## src/rtl/i2c_poll_sequencer.sv

```systemverilog
// Round-robin poller for two I2C slaves via the read engine.
// Results are tagged with the slave index and queued in a 4-deep FIFO.
module i2c_poll_sequencer #(
  parameter int POLL_INTERVAL = 1000,
  parameter int TIMEOUT       = 65535
) (
  input  logic        clk,
  input  logic        rst,
  input  logic        enable,
  input  logic [6:0]  cfg_addr0,
  input  logic [6:0]  cfg_addr1,
  input  logic        clr,
  output logic        start,
  output logic [6:0]  slave_addr,
  input  logic        done,
  input  logic [7:0]  read_data_in,
  output logic        res_valid,
  input  logic        res_ready,
  output logic [7:0]  res_data,
  output logic        res_idx,
  output logic        overflow,
  output logic        fault,
  output logic        busy,
  output logic [15:0] round_cnt
);

  localparam logic [2:0] IDLE      = 3'd0;
  localparam logic [2:0] ISSUE     = 3'd1;
  localparam logic [2:0] WAIT_DONE = 3'd2;
  localparam logic [2:0] WAIT_INT  = 3'd3;
  localparam logic [2:0] FAULT     = 3'd4;

  localparam int MAXV =
    (TIMEOUT > POLL_INTERVAL) ? TIMEOUT : POLL_INTERVAL;
  localparam int CW = $clog2(MAXV + 1);
  localparam logic [CW-1:0] TO_LOAD  = CW'(TIMEOUT - 1);
  localparam logic [CW-1:0] INT_LOAD = CW'(POLL_INTERVAL - 1);

  logic [2:0]    state, state_n;
  logic          idx, idx_n;
  logic [CW-1:0] cnt, cnt_n;
  logic          push, timeout_hit, round_done;

  logic [8:0]    mem [4];
  logic [1:0]    wr_ptr, rd_ptr;
  logic [2:0]    count, count_n;
  logic          pop, wr_en;

  // One counter serves both the timeout and the interval wait
  always_comb begin
    state_n     = state;
    idx_n       = idx;
    cnt_n       = cnt;
    push        = 1'b0;
    timeout_hit = 1'b0;
    round_done  = 1'b0;
    unique case (state)
      IDLE: begin
        if (enable) begin
          idx_n   = 1'b0;
          state_n = ISSUE;
        end
      end
      ISSUE: begin
        cnt_n   = TO_LOAD;
        state_n = WAIT_DONE;
      end
      WAIT_DONE: begin
        if (done) begin
          push       = 1'b1;
          round_done = idx;
          if (!enable) begin
            state_n = IDLE;
          end else if (!idx) begin
            idx_n   = 1'b1;
            state_n = ISSUE;
          end else begin
            cnt_n   = INT_LOAD;
            state_n = WAIT_INT;
          end
        end else if (cnt == '0) begin
          timeout_hit = 1'b1;
          state_n     = FAULT;
        end else begin
          cnt_n = cnt - 1'b1;
        end
      end
      WAIT_INT: begin
        cnt_n = cnt - 1'b1;
        if (!enable) begin
          state_n = IDLE;
        end else if (cnt == '0) begin
          idx_n   = 1'b0;
          state_n = ISSUE;
        end
      end
      FAULT: begin
        if (clr) state_n = IDLE;
      end
      default: state_n = IDLE;
    endcase
  end

  always_ff @(posedge clk or posedge rst) begin
    if (rst) begin
      state      <= IDLE;
      idx        <= 1'b0;
      cnt        <= '0;
      start      <= 1'b0;
      slave_addr <= '0;
      busy       <= 1'b0;
      fault      <= 1'b0;
      round_cnt  <= '0;
    end else begin
      state <= state_n;
      idx   <= idx_n;
      cnt   <= cnt_n;
      start <= (state_n == ISSUE);
      busy  <= (state_n != IDLE) && (state_n != FAULT);
      if (state_n == ISSUE)
        slave_addr <= idx_n ? cfg_addr1 : cfg_addr0;
      if (round_done)
        round_cnt <= round_cnt + 1'b1;
      if (timeout_hit)
        fault <= 1'b1;
      else if (clr)
        fault <= 1'b0;
    end
  end

  assign pop   = res_valid && res_ready;
  assign wr_en = push && ((count != 3'd4) || pop);

  always_comb begin
    count_n = count;
    if (wr_en && !pop)
      count_n = count + 1'b1;
    else if (pop && !wr_en)
      count_n = count - 1'b1;
  end

  always_ff @(posedge clk or posedge rst) begin
    if (rst) begin
      wr_ptr    <= '0;
      rd_ptr    <= '0;
      count     <= '0;
      res_valid <= 1'b0;
      overflow  <= 1'b0;
      for (int i = 0; i < 4; i++)
        mem[i] <= '0;
    end else begin
      if (wr_en) begin
        mem[wr_ptr] <= {idx, read_data_in};
        wr_ptr      <= wr_ptr + 1'b1;
      end
      if (pop)
        rd_ptr <= rd_ptr + 1'b1;
      count     <= count_n;
      res_valid <= (count_n != 3'd0);
      if (push && !wr_en)
        overflow <= 1'b1;
      else if (clr)
        overflow <= 1'b0;
    end
  end

  assign {res_idx, res_data} = mem[rd_ptr];

endmodule

```

## config.mk

```make
export PLATFORM = sky130hd
export DESIGN_NAME = i2c_poll_sequencer
export DESIGN_NICKNAME = d
export VERILOG_FILES = /design/src/rtl/i2c_poll_sequencer.sv
export SDC_FILE = /design/constraint.sdc
export NUM_CORES = 1
export LEC_CHECK = 0
export BUFFER_PORTS_ARGS = -buffer_cell sky130_fd_sc_hd__buf_2
export CAP_MARGIN = 10
export CORE_MARGIN = 5
export CORE_UTILIZATION = 55
export CTS_CLUSTER_DIAMETER = 150
export DETAILED_ROUTE_END_ITERATION = 16
export PLACE_DENSITY = 0.85
export SLEW_MARGIN = 20
export SYNTH_ARGS = -nofsm -noshare
export SYNTH_HDL_FRONTEND = slang
export SYNTH_SLANG_ARGS = --single-unit
export TNS_END_PERCENT = 100
```

## constraint.sdc

```tcl
create_clock -name clk -period 8.7 [get_ports clk]
set_clock_uncertainty 0.2 [all_clocks]
set_input_delay 1.74 -clock clk [delete_from_list [all_inputs] [get_ports clk]]
set_output_delay 1.74 -clock clk [all_outputs]
set_load 0.01 [all_outputs]
```

== After elaboration in Yosys (flattened, before gate mapping) ==
Index checks and enable logic that the tools add are counted.

* Input bits: 28
* Output and inout port bits: 37
* Bits in registers: 91
* Word-level logic and storage cells: 95

* Order comparisons: 3
* Eq/ne operators: 10
* Reductions and logical operators: 18
* Add/subtract/negate cells: 6
* Multiplexer cells: 39
* Bitwise operators: 2

{| class="wikitable"
|+ Operators with widths
! kind !! count
|-
| two-way mux 16 bit || 4
|-
| case mux 16 bit (3 select lines) || 1
|-
| bitwise mux 36 bit || 1
|-
| two-way mux 9 bit || 3
|-
| two-way mux 3 bit || 8
|-
| binary-select mux 9 bit (select 2 bit) || 1
|-
| demux 9 bit (select 2 bit) || 1
|-
| adder 16 x 1 -> 16 bit, second input constant || 1
|-
| logical NOT 16 bit || 1
|-
| subtractor 16 x 1 -> 16 bit, second input constant || 1
|-
| two-way mux 1 bit || 15
|-
| inequality test 3 bit, second input constant || 5
|-
| case mux 3 bit (5 select lines) || 1
|-
| nonzero test 3 bit || 3
|-
| logical AND 1 bit || 7
|-
| two-way mux 7 bit || 1
|-
| equality test 3 x 1 -> 1 bit, second input constant || 2
|-
| equality test 3 x 2 -> 1 bit, second input constant || 2
|-
| greater-or-equal comparator 3 bit, second input constant || 2
|-
| inverter 2 -> 3 bit || 2
|-
| adder 2 x 1 -> 2 bit, second input constant || 2
|-
| two-way mux 2 bit || 2
|-
| AND reduction 4 bit || 1
|-
| nonzero test 2 bit || 2
|-
| other kinds (8) || 9
|}

== Longest topological paths before layout ==
* Depth in word-level cells: 8
* Mapped depth: 8
* Depth with buffers taken out: 7

== Worst setup path after synthesis ==
OpenSTA, ideal clock, no wires.

* Path kind: input port to flip-flop
* Start point: input port done
* End point: register slave_addr[6]
* Buffers on the path: 1
* Data arrival time: 3.123 ns
* Slack: 5.249 ns
* Required time: 8.373 ns
* Setup time: 0.127 ns
* Stages on the path: 6
* Cells stage by stage: buf_2 nor4bb_1 o32ai_1 a31oi_4 mux2_2 mux2_1

* Word-level cells in the longest chain between the ends: 3
* Elaborated cells between the ends (all ways): 6
* Those cells by class: eq/ne: 1; mux: 5

{| class="wikitable"
|+ RTL lines
! item !! RTL line !! RTL
|-
| start: declaration || 15 || <nowiki>input logic done,</nowiki>
|-
| two-way mux 1 bit || 69 || <nowiki>if (done) begin</nowiki>
|-
| case mux 1 bit (3 select lines) || 57 || <nowiki>unique case (state)</nowiki>
|-
| net idx_n || 40 || <nowiki>logic idx, idx_n;</nowiki>
|-
| two-way mux 7 bit || 121 || <nowiki>slave_addr <= idx_n ? cfg_addr1 : cfg_addr0;</nowiki>
|-
| end signal: assignment || 121 ||
|-
| end: declaration || 14 || <nowiki>output logic [6:0] slave_addr,</nowiki>
|}

The timed path passes the listed nets, and every way through them passes these cells.
A chain may end at the register's enable or synchronous reset.

== Final worst setup path ==
* Start point: input port done
* End point: register cnt[4]

* Word-level cells in the longest chain between the ends: 2
* Elaborated cells between the ends (all ways): 6
* Those cells by class: eq/ne: 3; mux: 2; reduce/logical: 1

{| class="wikitable"
|+ RTL lines
! item !! RTL line !! RTL
|-
| inequality test 3 bit (no line) / two-way mux 16 bit (equally long branches) || - ||
|-
| AND reduction 4 bit (no line) / case mux 16 bit (3 select lines) (equally long branches) || - ||
|-
| end signal: assignment || 117 || <nowiki>cnt <= cnt_n;</nowiki>
|-
| end: declaration || 41 || <nowiki>logic [CW-1:0] cnt, cnt_n;</nowiki>
|}

Parallel ways exist; a longest one is shown, timed or not.

==> out/qor.yml <==
synthTopCellsByArea: "dfrtp_1 (51%), mux2_2 (12%), mux4_2 (4.5%), xnor2_1 (2.5%), ha_1 (2.5%)"
fmax_ghz: 0.263
pwr-share-comb: 0.368
synth_largest_area_cell: "dfrtp_1"
cts_setup_buffers: 0
yosys_most_used_dff: "dfrtp_1"
overflow: 0
ios: 65
tns_ns: 0
tightest_slew_ns: 1.02
wl_per_cell_um: 16.4
r2r-end: "cnt[4]"
syn_inst: 370
ant_nets: 0
drv_cap: 0
clock_latency_ns: 0.35
synth_cell_types: 59
worstPathArrival_ns: 3.84
synth_edf_count: 0
cts_buffers: 9
criticalPathCategory: "input pin to register"
syn_area_um2: 4470
dr.pass1.iters: 5
worstHoldPathType: "register to register"
drc: 0
grt_max_degree: 92
via_per_inst: 5.92
drive_above_1_share: 0.340
synth_seq_cells: 91
clock_power_share: 0.187
cts_buffer_depth: 2
multiInputGateArea_um2: 2080
final_max_slew_viol_count: 0
wl_um: 8870
crit_path_start_kind: "input pin"
start_util: 0.572
r2r_setup_slack_ns: 5.53
core.rowCount: 32
place_congestion: 0.899
syn_to_final_growth_pct: 13.9
async_flop_share: 1.00
worst_ir_drop_vdd_mv: 0.150
yosysMostFrequentCell: "dfrtp_1"
drtIter0Drc: 100
numClockSinks: 91
reg2regPathDepth: 7
clkTransAtPathRegs_ns: 0.08
final_cells: 540
yosys.area.top_type_share: 0.510
whs_path_depth: 1
core_area_um2: 7810
insertedDiodeCount: 0
slew-limit-headroom: 0.310
clockRootBuffer: "clkbuf_8"
seq_area_frac_synth: 0.510
pwr-share-seq: 0.446
hp-start: "round_cnt[15]"
r2r_start: "cnt[0]"
nFillCells: 602
intPower_w: 0.00106
fin_nets: 470
crit_path_max_fanout: 21
fin_crit_ns: 3.80
syn-num-nets: 407
numPortBuffers: 64
power_density_nw_per_um2: 320
die-area_um2: 10000
grtUsageTotal: 0.182
p_leak_nw: 2.30
cp-startpoint: "done"
setup_violations: 0
status: "complete, no violations"
p_sw_frac: 0.349
die_h_um: 100
die-width_um: 100
dp.cells: 524
fin_crit_sh: 0.437
worstPathRequired_ns: 8.73
seqCellArea_um2: 2280
grt_pass1_vias: 3191
via_count: 3196
synth_warnings: 0
dp_hpwl_um: 6240
power.switching_w: 0.000569
antenna_found_initial: 0
post_cts_resized: 0
cts_tree: "yes"
finalHoldViolations: 0
grt_pass1_wl_um: 14700
syn-mean-instance-area_um2: 12.1
synthTopCellsByCount: "dfrtp_1 (91), mux2_2 (46), nand2_1 (23)"
rsz0062_at_grt: "no"
htree_num_levels: 3
worst_hold_path.endpoint: "round_cnt[15]"
endpoint_kind: "register"
hold_buffers: 0
[power groups by stage]
stage	combinational, W	sequential [W]	clock, W
2_1_floorplan	0.000468	0.000684	0
3_3_place_gp	0.000575	0.000722	0
3_5_place_dp	0.000605	0.000735	0
4_1_cts	0.000607	0.000727	0.000312
5_1_grt	0.000657	0.000750	0.000327
6_report	0.000600	0.000727	0.000304
[worst max path at each step]
| stage | end | depth (start not counted) |
|---|---|---|
| after floorplan | busy | 1 |
| after global placement | cnt[4] | 5 |
| after detailed placement | cnt[4] | 5 |
| after CTS | res_data[4] | 2 |
| after global routing | cnt[4] | 5 |
| final | cnt[4] | 5 |
[stage by stage]
| stage | instance area [µm²] | hold slack, ns | util | total power [W] | worst slack [ns] |
|---|---|---|---|---|---|
| floorplan | 4470 | 0.245 | - | 0.00115 | 4.40 |
| global placement | 4860 | 0.252 | 0.623 | 0.00130 | 4.67 |
| detailed placement | 4860 | 0.269 | 0.623 | 0.00134 | 4.60 |
| CTS | 5080 | 0.284 | 0.651 | 0.00165 | 4.92 |
| global route | 5090 | 0.301 | 0.652 | 0.00173 | 4.78 |
| finish | 5090 | 0.272 | 0.652 | 0.00163 | 4.90 |
[cells in the final DEF (no fill, tap or decap), types with 2 or more instances in the layout]
| cell type | instances |
|---|---|
| nor4bb_1 | 2 |
| o211ai_1 | 2 |
| xor2_1 | 6 |
| xnor2_1 | 13 |
| mux4_2 | 9 |
| ha_1 | 9 |
| o31ai_1 | 5 |
| a21oi_1 | 10 |
| nand2_1 | 23 |
| mux2_2 | 46 |
| clkbuf_8 | 12 |
| a31oi_1 | 13 |
| nor3_1 | 5 |
| nand3_1 | 16 |
| o21ai_0 | 13 |
| buf_2 | 64 |
| nand2b_1 | 6 |
| a22o_1 | 4 |
| and2_1 | 2 |
| o2bb2ai_1 | 5 |
| inv_6 | 2 |
| o41ai_1 | 3 |
| nand4_1 | 3 |
| inv_1 | 12 |
| or3_1 | 3 |
| nor2_1 | 16 |
| nor2b_1 | 3 |
| and3_1 | 4 |
| dfrtp_1 | 91 |
| nand4b_1 | 3 |
| nor4_1 | 2 |
[area by class of cell]
class	count	area share
Sequential cell	91	0.447
Multi-Input combinational cell	253	0.409
Timing Repair Buffer	65	0.0651
Clock buffer	12	0.0324
Tap cell	102	0.0251
Clock inverter	4	0.0108
Inverter	13	0.00983
[critical path, cell delays in order]
cell	delay (ns)
buf_2	0.15
nor3b_1	0.34
nand4b_1	0.77
and2_0	0.57
a22o_1	0.26
[layer usage]
metal	wire length, µm	GRT usage
met1	3670	0.227
met2	4570	0.314
met3	472	0.0417
met4	157	0.0591
met5	0	0
[cell families after synthesis]
| kind of cell | count (synthesis) | synth area share |
|---|---|---|
| buffers and inverters | 26 | 0.0249 |
| xor gates and xnor gates | 19 | 0.0372 |
| AOI/OAI and AO/OA | 67 | 0.106 |
| and+or+nand+nor | 101 | 0.131 |
| adders and majority gates | 9 | 0.0252 |
| muxes | 57 | 0.166 |
| DFF | 91 | 0.510 |
[sequential cells by signal, summed over array words and instances, names as in the netlist]
| signal | cells |
|---|---|
| wr_ptr | 2 |
| idx | 1 |
| mem | 36 |
| res_valid | 1 |
| overflow | 1 |
| busy | 1 |
| rd_ptr | 2 |
| start | 1 |
| cnt | 16 |
| round_cnt | 16 |
| fault | 1 |
| state | 3 |
| count | 3 |
| slave_addr | 7 |
(Power assumes the default switching activity.)
